==> src/rtl/riscv_branch_pkg.sv <==
// ----------------------------------------------------------------------------
// riscv_branch_pkg
//   Shared encodings for branch/jump resolution, also used by the decoder.
//   - F3_* : RISC-V conditional-branch funct3 values
//   - br_op_e : resolution operation class carried on in_op
// ----------------------------------------------------------------------------
package riscv_branch_pkg;

   localparam logic [2:0] F3_BEQ  = 3'b000;
   localparam logic [2:0] F3_BNE  = 3'b001;
   localparam logic [2:0] F3_BLT  = 3'b100;
   localparam logic [2:0] F3_BGE  = 3'b101;
   localparam logic [2:0] F3_BLTU = 3'b110;
   localparam logic [2:0] F3_BGEU = 3'b111;

   typedef enum logic [1:0] {
      OP_BR   = 2'b00,
      OP_JAL  = 2'b01,
      OP_JALR = 2'b10,
      OP_RSV  = 2'b11
   } br_op_e;

endpackage

==> src/rtl/branch_cond.sv <==
// ----------------------------------------------------------------------------
// branch_cond
//   Combinational evaluation of a RISC-V conditional branch.
//   Ports:
//     a_i, b_i   in  XLEN  operands (rs1, rs2)
//     funct3_i   in  3     branch condition encoding
//     taken_o    out 1     condition holds
//     illegal_o  out 1     funct3 is not a branch condition (010/011)
// ----------------------------------------------------------------------------
module branch_cond
   import riscv_branch_pkg::*;
#(
   parameter int XLEN = 32
) (
   input  logic [XLEN-1:0] a_i,
   input  logic [XLEN-1:0] b_i,
   input  logic [2:0]      funct3_i,
   output logic            taken_o,
   output logic            illegal_o
);

   always_comb begin
      taken_o   = 1'b0;
      illegal_o = 1'b0;
      case (funct3_i)
         F3_BEQ:  taken_o = (a_i == b_i);
         F3_BNE:  taken_o = (a_i != b_i);
         F3_BLT:  taken_o = ($signed(a_i) <  $signed(b_i));
         F3_BGE:  taken_o = ($signed(a_i) >= $signed(b_i));
         F3_BLTU: taken_o = (a_i <  b_i);
         F3_BGEU: taken_o = (a_i >= b_i);
         default: illegal_o = 1'b1;
      endcase
   end

endmodule

==> src/rtl/branch_resolve_unit.sv <==
// ----------------------------------------------------------------------------
// branch_resolve_unit
//   Resolves conditional branches, JAL and JALR: computes the actual next PC,
//   the link value (pc+4) and whether the fetch prediction was wrong. The
//   result is held in a single output register behind a valid/ready handshake.
//   Ports:
//     clk, rst_n                 clock, asynchronous active-low reset
//     flush                      kill the held result; blocks accept this cycle
//     in_valid/in_ready          request handshake
//     in_op, in_funct3           operation class and branch condition
//     in_pc, in_rs1, in_rs2, in_imm   PC, operands, sign-extended immediate
//     in_pred_taken, in_pred_target   fetch-stage prediction
//     out_valid/out_ready        result handshake
//     out_taken, out_next_pc, out_link, out_mispredict,
//     out_misaligned, out_illegal     registered resolution result
//     cnt_clear                  synchronous clear of both counters
//     cnt_branches, cnt_mispredicts   saturating counters of retired results
// ----------------------------------------------------------------------------
module branch_resolve_unit
   import riscv_branch_pkg::*;
#(
   parameter int XLEN   = 32,
   parameter int CNT_W  = 16,
   parameter int IALIGN = 32
) (
   input  logic             clk,
   input  logic             rst_n,
   input  logic             flush,
   input  logic             in_valid,
   output logic             in_ready,
   input  logic [1:0]       in_op,
   input  logic [2:0]       in_funct3,
   input  logic [XLEN-1:0]  in_pc,
   input  logic [XLEN-1:0]  in_rs1,
   input  logic [XLEN-1:0]  in_rs2,
   input  logic [XLEN-1:0]  in_imm,
   input  logic             in_pred_taken,
   input  logic [XLEN-1:0]  in_pred_target,
   output logic             out_valid,
   input  logic             out_ready,
   output logic             out_taken,
   output logic [XLEN-1:0]  out_next_pc,
   output logic [XLEN-1:0]  out_link,
   output logic             out_mispredict,
   output logic             out_misaligned,
   output logic             out_illegal,
   input  logic             cnt_clear,
   output logic [CNT_W-1:0] cnt_branches,
   output logic [CNT_W-1:0] cnt_mispredicts
);

   br_op_e            op;
   logic              cond_taken;
   logic              cond_illegal;
   logic [XLEN-1:0]   pc_plus4;
   logic [XLEN-1:0]   rel_target;
   logic [XLEN-1:0]   jalr_target;
   logic [XLEN-1:0]   target;
   logic [XLEN-1:0]   next_pc;
   logic [XLEN-1:0]   pred_next_pc;
   logic              res_taken;
   logic              res_illegal;
   logic              res_mispredict;
   logic              res_misaligned;
   logic              target_unaligned;
   logic              accept;
   logic              retire;

   logic              valid_q, valid_d;
   logic              taken_q;
   logic [XLEN-1:0]   next_pc_q;
   logic [XLEN-1:0]   link_q;
   logic              mispredict_q;
   logic              misaligned_q;
   logic              illegal_q;
   logic              is_br_q;
   logic [CNT_W-1:0]  cnt_br_q, cnt_br_d;
   logic [CNT_W-1:0]  cnt_mp_q, cnt_mp_d;

   assign op = br_op_e'(in_op);

   branch_cond #(.XLEN(XLEN)) u_cond (
      .a_i       (in_rs1),
      .b_i       (in_rs2),
      .funct3_i  (in_funct3),
      .taken_o   (cond_taken),
      .illegal_o (cond_illegal)
   );

   assign pc_plus4    = in_pc + XLEN'(4);
   assign rel_target  = in_pc + in_imm;
   // JALR clears bit 0 of the computed address.
   assign jalr_target = (in_rs1 + in_imm) & {{(XLEN-1){1'b1}}, 1'b0};

   always_comb begin
      res_taken   = 1'b0;
      res_illegal = 1'b0;
      target      = rel_target;
      case (op)
         OP_BR: begin
            res_taken   = cond_taken & ~cond_illegal;
            res_illegal = cond_illegal;
         end
         OP_JAL:  res_taken = 1'b1;
         OP_JALR: begin
            res_taken = 1'b1;
            target    = jalr_target;
         end
         default: res_illegal = 1'b1;
      endcase
   end

   // With compressed instructions (16-bit alignment) no target can be misaligned.
   generate
      if (IALIGN == 32) begin : g_align32
         assign target_unaligned = target[1];
      end else begin : g_align16
         assign target_unaligned = 1'b0;
      end
   endgenerate

   assign next_pc        = res_taken ? target : pc_plus4;
   assign pred_next_pc   = in_pred_taken ? in_pred_target : pc_plus4;
   // Illegal instructions trap instead of redirecting, so they never mispredict.
   assign res_mispredict = ~res_illegal & (next_pc != pred_next_pc);
   assign res_misaligned = res_taken & target_unaligned;

   assign in_ready = ~flush & (~valid_q | out_ready);
   assign accept   = in_valid & in_ready;
   assign retire   = valid_q & out_ready & ~flush;

   always_comb begin
      valid_d = valid_q;
      if (flush)
         valid_d = 1'b0;
      else if (accept)
         valid_d = 1'b1;
      else if (out_ready)
         valid_d = 1'b0;
   end

   always_comb begin
      cnt_br_d = cnt_br_q;
      cnt_mp_d = cnt_mp_q;
      if (cnt_clear) begin
         cnt_br_d = '0;
         cnt_mp_d = '0;
      end else if (retire) begin
         if (is_br_q && (cnt_br_q != '1))
            cnt_br_d = cnt_br_q + CNT_W'(1);
         if (mispredict_q && (cnt_mp_q != '1))
            cnt_mp_d = cnt_mp_q + CNT_W'(1);
      end
   end

   always_ff @(posedge clk or negedge rst_n) begin
      if (!rst_n) begin
         valid_q      <= 1'b0;
         taken_q      <= 1'b0;
         next_pc_q    <= '0;
         link_q       <= '0;
         mispredict_q <= 1'b0;
         misaligned_q <= 1'b0;
         illegal_q    <= 1'b0;
         is_br_q      <= 1'b0;
         cnt_br_q     <= '0;
         cnt_mp_q     <= '0;
      end else begin
         valid_q  <= valid_d;
         cnt_br_q <= cnt_br_d;
         cnt_mp_q <= cnt_mp_d;
         if (accept) begin
            taken_q      <= res_taken;
            next_pc_q    <= next_pc;
            link_q       <= pc_plus4;
            mispredict_q <= res_mispredict;
            misaligned_q <= res_misaligned;
            illegal_q    <= res_illegal;
            is_br_q      <= (op == OP_BR) & ~res_illegal;
         end
      end
   end

   assign out_valid       = valid_q;
   assign out_taken       = taken_q;
   assign out_next_pc     = next_pc_q;
   assign out_link        = link_q;
   assign out_mispredict  = mispredict_q;
   assign out_misaligned  = misaligned_q;
   assign out_illegal     = illegal_q;
   assign cnt_branches    = cnt_br_q;
   assign cnt_mispredicts = cnt_mp_q;

endmodule

==> config.mk <==
export PLATFORM = sky130hd
export DESIGN_NAME = branch_resolve_unit
export DESIGN_NICKNAME = d
export VERILOG_FILES = /design/src/rtl/riscv_branch_pkg.sv /design/src/rtl/branch_cond.sv /design/src/rtl/branch_resolve_unit.sv
export SDC_FILE = /design/constraint.sdc
export NUM_CORES = 1
export LEC_CHECK = 0
export CORE_MARGIN = 1
export CORE_UTILIZATION = 59
export DETAILED_ROUTE_END_ITERATION = 6
export DONT_BUFFER_PORTS = 1
export GPL_ROUTABILITY_DRIVEN = 0
export GPL_TIMING_DRIVEN = 0
export HOLD_SLACK_MARGIN = 0.05
export PLACE_DENSITY = 0.83
export SLEW_MARGIN = 25
export SYNTH_ARGS = -nofsm -noshare
export SYNTH_HDL_FRONTEND = slang
export SYNTH_HIERARCHICAL = 1
export SYNTH_SLANG_ARGS = --single-unit
export TNS_END_PERCENT = 30
==> constraint.sdc <==
create_clock -name clk -period 3.1 [get_ports clk]
set_clock_uncertainty 0.15 [all_clocks]
set_input_delay 0.155 -clock clk [delete_from_list [all_inputs] [get_ports clk]]
set_output_delay 0.155 -clock clk [all_outputs]
set_load 0.01 [all_outputs]
### After elaboration in Yosys (flattened, before gate mapping)

Cells that the tools add are included.

| cells by class | value |
|---|---|
| $add $sub $neg | 5 |
| order comparisons | 4 |
| equality and inequality tests | 12 |
| muxes and demuxes | 16 |
| bitwise logic cells | 12 |
| reductions and logical operators | 12 |

Operator list:

| cell | count |
|---|---|
| $mux W16 | 6 |
| $mux W32 | 3 |
| $add A32 B32 Y32 | 2 |
| $ge A32 B32 Y1 | 2 |
| $lt A32 B32 Y1 | 2 |
| $ne A32 B32 Y1 | 2 |
| $add A16 B1 Y16 const B | 2 |
| $add A32 B3 Y32 const B | 1 |
| $eq A32 B32 Y1 | 1 |
| $ne A16 B16 Y1 const B | 2 |
| $eq A3 B3 Y1 const B | 4 |
| $and A1 B1 Y1 | 8 |
| $pmux W1 S6 | 1 |
| $reduce_bool A2 Y1 | 3 |
| $reduce_or A6 Y1 | 1 |
| $mux W1 | 4 |
| $pmux W1 S2 | 2 |
| $reduce_and A2 Y1 | 2 |
| $eq A3 B1 Y1 const B | 1 |
| $logic_not A3 Y1 | 1 |
| $not A1 Y1 | 3 |
| $reduce_bool A3 Y1 | 1 |
| $eq A2 B1 Y1 const B | 1 |
| $eq A2 B2 Y1 const B | 1 |
| 4 further kinds | 5 |

| storage, ports and cells | value |
|---|---|
| flip-flop bits (word level) | 102 |
| logic and storage cells | 71 |

### Logic depth before layout (Yosys ltp)

| depth | value |
|---|---|
| depth in word-level cells | 7 |
| gate-level depth with buffers | 21 |

### By module

The synthesis kept the hierarchy.

By module, submodules not included:

| module | times used | cells each | area an instance (um2) | seq. area each (um2) |
|---|---|---|---|---|
| branch_resolve_unit | 1 | 1,349 | 10,348.7 | 2,552.4 |
| branch_cond | 1 | 129 | 929.6 | 0.0 |

### Least setup slack after synthesis

No wires, ideal clock.

| timing path | value |
|---|---|
| path type | input -> register |
| from | input port in_rs2[14] |
| to | register mispredict_q, in the netlist out_mispredict |
| library setup time | 0.140 ns |
| data arrival time | 3.625 ns |
| slack | -0.815 ns |
| stages on the path | 20 |
| path buffers | 4 |
| cells stage by stage | inv_1 -> ha_1 -> nand4_1 -> nor4_1 -> a211oi_1 -> a311oi_1 -> a211o_2 -> nor3_2 -> nand3b_1 -> a21o_1 -> clkbuf_1 -> clkbuf_1 -> buf_1 -> clkbuf_1 -> nand3_1 -> a32oi_1 -> nand3_1 -> nor3_1 -> and4b_1 -> a41oi_1 |

| on the way | value |
|---|---|
| word-level cells in the longest chain between the ends | 7 |
| elaborated cells between the ends (all ways) | 12 |
| classes of those cells | order compare: 4; eq/ne: 3; mux: 3; bitwise: 2 |

RTL lines:

| item | line | RTL |
|---|---|---|
| from (decl) | branch_resolve_unit.sv:35 | `input logic [XLEN-1:0] in_rs2,` |
| $ge A32 B32 Y1, or another cell as far along | branch_cond.sv:31 | `F3_BGEU: taken_o = (a_i >= b_i);` |
| $pmux W1 S6 * | branch_cond.sv:25 | `case (funct3_i)` |
| net cond_taken | branch_resolve_unit.sv:53 | `logic cond_taken;` |
| $and A1 B1 Y1 * | branch_resolve_unit.sv:101 | `res_taken = cond_taken & ~cond_illegal;` |
| $pmux W1 S2 * | branch_resolve_unit.sv:99 | `case (op)` |
| $mux W32 * | branch_resolve_unit.sv:122 | `assign next_pc = res_taken ? target : pc_plus4;` |
| $ne A32 B32 Y1 * | branch_resolve_unit.sv:125 | `assign res_mispredict = ~res_illegal & (next_pc != pred_next_pc);` |
| $and A1 B1 Y1 * | branch_resolve_unit.sv:125 |  |
| to (signal assigned) | branch_resolve_unit.sv:176 | `mispredict_q <= res_mispredict;` |
| to (decl) | branch_resolve_unit.sv:73 | `logic mispredict_q;` |

The timed path passes the listed nets; every way through them passes the cells marked *.
A chain may end at the register's enable or synchronous reset.

### Worst setup path in the final report

| timing path | value |
|---|---|
| from | input port in_rs2[11] |
| to | register mispredict_q, in the netlist out_mispredict |

The elaborated chain is that of the path after synthesis.

==> flow_metrics.env <==
export IMPL_post_synth_instance_area_sq_um=11300
export IMPL_clock_sink_count=102
export IMPL_synth_compound_area_share_pct=23.9
export IMPL_worstPathRequired_ps=3150
export IMPL_synthDistinctLibCells=85
export IMPL_most_frequent_cell_after_synthesis="sky130_fd_sc_hd__nand2_1"
export IMPL_clkLatencyLatePin_ps=340
export IMPL_timing_reg2reg_worst_path_depth=12
export IMPL_violations="DRC, setup timing"
export IMPL_synth_top_family_by_area="compound AO/OA/AOI/OAI gates"
export IMPL_via_count_of_the_first_global_routing_pass=11893
export IMPL_net_switching_power_mw=2.09
export IMPL_vias=12614
export IMPL_unrepaired_setup_endpoints_after_global_routing="true"
export IMPL_synth_seq_area_share_pct=22.6
export IMPL_syn_area_per_cell_sq_um=7.63
export IMPL_leak_pwr_nw=5.79
export IMPL_p_int_mw=3.17
export IMPL_synthAdderAreaFrac_pct=11.3
export IMPL_post_synthesis_mux_area_share_pct=2.92
export IMPL_cts_inserted_buffers=9
export IMPL_post_route_period_util_pct=133
export IMPL_grt_max_degree=103
export IMPL_post_drt_wl_per_cell_um=23.4
export IMPL_detail_route_wirelength_mm=42.3
export IMPL_slew_headroom_pct=36.4
export IMPL_critical_path_endpoint_type="register"
export IMPL_worstSetupPathDepth=20
export IMPL_cp_buffers_inverters=2
export IMPL_post_drt_via_cell_ratio=6.98
export IMPL_postSynth_asyncResetShare_pct=100
export IMPL_path_delay_family="compound AO/OA/AOI/OAI gates"
export IMPL_path_category_of_the_worst_min_delay_check="in -> reg"
export IMPL_max_vdd_ir_drop_mv=0.301
export IMPL_setup_violations_final=29
export IMPL_synth_main_ff_cell="sky130_fd_sc_hd__dfrtp_1"
export IMPL_share_comb_of_total_power_pct=43.5
export IMPL_grt_util_all_layers_pct=40.9
export IMPL_nNetsFinal=1840
export IMPL_whs_path_depth=2
export IMPL_cts_buffer_depth=2
export IMPL_drc_marker_count_from_the_first_detailed_route_iteration=1764
export IMPL_yosysTopAreaCell="sky130_fd_sc_hd__dfrtp_1"
export IMPL_synth_top_area_share_pct=22.6
export IMPL_coreArea_sq_um=18700
export IMPL_finalMaxSlewViolations=0
export IMPL_synth_simple_gate_area_share_pct=23.8
export IMPL_cellPowerDensity_nw_per_um2=389
export IMPL_io_buffer_count=0
export IMPL_clk_pin_slew_ps=70
export IMPL_remaining_drc_errors=3
export IMPL_grt_antenna_before_repair=2
export IMPL_ios=274
export IMPL_die_height_um=140
export IMPL_cp_cell_instances="inv_1, ha_1, a21oi_2, a21oi_2, o31a_1, o311a_1, nor3_4, nand3b_1, a21o_1, buf_8, nor3_2, a211oi_1, a22oi_1, o31ai_1, nor4_1, nand4_1, a2111oi_2, nand4_1, and4b_1, a41oi_1"
export IMPL_antenna_left=0
export IMPL_grt_pass1_wl_mm=62.7
export IMPL_layout_drive_gt1_share_pct=12.1
export IMPL_layout_min_cycle_time_ps=4110
export IMPL_startpoint_type="primary input"
export IMPL_ys_top_cells_by_count="sky130_fd_sc_hd__nand2_1 (214), sky130_fd_sc_hd__nor2_1 (113), sky130_fd_sc_hd__a21oi_1 (109), sky130_fd_sc_hd__dfrtp_1 (102), sky130_fd_sc_hd__ha_1 (99)"
export IMPL_syn_instance_count=1478
export IMPL_ys_seq_elements=102
export IMPL_power_sequential_fraction_pct=32.8
export IMPL_finalWorstSetupSlack_ps=-1010
export IMPL_rows=50
export IMPL_floorplan_die_area_sq_um=19700
export IMPL_floorplan_initialDensity_pct=60.3
export IMPL_finalHoldViolCount=0
export IMPL_hpwl_reported_at_the_end_of_detailed_placement_mm=31.3
export IMPL_globalRoute_totalOverflow=0
export IMPL_first_pass_iters=7
export IMPL_data_arrival_time_at_the_worst_slack_endpoint_ps=4160
export IMPL_pin_slew_with_the_least_headroom_to_its_limit_ps=946
export IMPL_critical_path_slowest_cell="sky130_fd_sc_hd__o311a_1"
export IMPL_cts_htree_levels=3
export IMPL_post_synth_xor_area_fraction_pct=11.1
export IMPL_number_of_flops_mapped_to_enable_cells_by_yosys=0
export IMPL_finalPower_mw=5.26
export IMPL_timing_worst_setup_path_type="in -> reg"
export IMPL_delay_of_the_slowest_critical_path_stage_ps=380
export IMPL_synth_warnings=6
export IMPL_swShare_pct=39.8
export IMPL_ctsRootBufferMaster="sky130_fd_sc_hd__clkbuf_16"
export IMPL_die_width_um=140
export IMPL_fin_tns_setup_ps=-8500
export IMPL_synth_area_leaders="sky130_fd_sc_hd__dfrtp_1 (23%), sky130_fd_sc_hd__ha_1 (11%), sky130_fd_sc_hd__nand2_1 (7.1%)"
export IMPL_area_growth_synth_to_final_pct=19.8
export IMPL_cts_tree="done"
export IMPL_net_count_of_the_mapped_netlist=1751
export IMPL_critPathMaxFanout=7
export IMPL_max_freq_mhz=243
export IMPL_status="finished with violations"
export IMPL_number_of_max_cap_violations=0
export IMPL_share_clk_of_total_power_pct=23.6
[cells in the final DEF (no fill, tap or decap), drive strengths merged, types with 6 or more instances in the layout]
cell / netlist / routed
xor2: 73 / 73
o21a: 14 / 14
and3: 21 / 21
o21ai: 101 / 101
ha: 99 / 99
nor2b: 6 / 6
a311oi: 6 / 6
nor4: 17 / 17
clkbuf: 61 / 66
and4: 6 / 6
a21o: 33 / 33
xnor2: 67 / 67
a221oi: 7 / 7
nand2: 214 / 214
mux2i: 28 / 28
nor3: 30 / 30
buf: 14 / 58
a211oi: 10 / 10
a22oi: 6 / 6
dlygate4sd3: 0 / 39
o22ai: 6 / 6
a211o: 6 / 6
nor2: 113 / 113
a31oi: 25 / 25
inv: 56 / 57
or3: 7 / 7
a2111oi: 6 / 6
o21bai: 6 / 6
dfrtp: 102 / 102
o221ai: 9 / 9
and2: 7 / 7
nand4: 51 / 51
o211ai: 13 / 13
nand2b: 14 / 14
nand3: 58 / 58
a21oi: 109 / 109
[sequential cells by signal (all words and copies together), names as in the netlist]
name	flops
cnt_branches	16
cnt_mispredicts	16
out_valid	1
out_next_pc	32
out_illegal	1
out_taken	1
out_link	32
out_mispredict	1
is_br_q	1
out_misaligned	1
[layout make-up]
class	count	area [sq um]
timing repair buffer	79	836
clock buffer	10	239
inverter	56	235
antenna	2	5.00
fill	1382	5200
buffer	74	444
clock inverter	6	92.6
sequential	102	2550
multi-input combinational	1245	8810
tap	234	293
[worst paths after layout]
kind,start,end,slack [ps]
min in group asynchronous,rst_n,out_link[3]$_DFFE_PN0P_,240
min,cnt_clear,cnt_branches[9]$_DFFE_PN0P_,70
max reg2reg,out_valid$_DFFE_PN0P_,out_mispredict$_DFFE_PN0P_,10
min reg2reg,out_link[1]$_DFFE_PN0P_,out_link[1]$_DFFE_PN0P_,410
max,in_rs2[11],out_mispredict$_DFFE_PN0P_,-1010
max in group asynchronous,rst_n,cnt_branches[0]$_DFFE_PN0P_,2150
[cells by family after synthesis]
group | count (synthesis)
AO/OA/AOI/OAI | 409
multiplexers | 32
flip-flops | 102
buffers and inverters | 131
AND/OR/NAND/NOR | 562
XOR/XNOR | 141
adder cells (fa/ha/maj) | 101
[power groups by stage]
stage,clock [mW],sequential [mW],combinational [mW]
3_3_place_gp,0,1.74,1.76
5_1_grt,1.30,1.74,2.45
2_1_floorplan,0,1.68,1.39
4_1_cts,1.25,1.72,1.99
6_report,1.24,1.73,2.29
3_5_place_dp,0,1.75,1.80
[what timing repair did]
action,4_1_cts,5_1_grt
setup endpoints to repair,31,36
cloned,0,2
pin swaps,24,21
hold buffers,40,0
resized for setup,64,93
setup buffers,11,31
hold endpoints to repair,140,0
[layer usage]
layer,part of all wire (%),GRT usage (%),vias to the layer above
met1,34,48.0,5716
met4,7.4,25.9,0
met5,0,0,-
met2,44,66.4,1024
li1,-,-,5568
met3,14,11.2,306
[per-stage QoR]
stage | cells | hold WS (ps) | util, % | instance area [sq um] | setup WS, ps
global route | 1807 | 86.2 | 72.2 | 13500 | -1110
CTS | 1779 | 57.5 | 69.1 | 12900 | -833
detailed placement | 1712 | -287 | 62.9 | 11800 | -1450
finish | 1808 | 65.8 | 72.2 | 13500 | -1010
global placement | 1712 | -288 | 62.9 | 11800 | -1380
floorplan | 1478 | -291 | - | 11500 | -568
No activity file was read; power rests on OpenSTA's default activity.
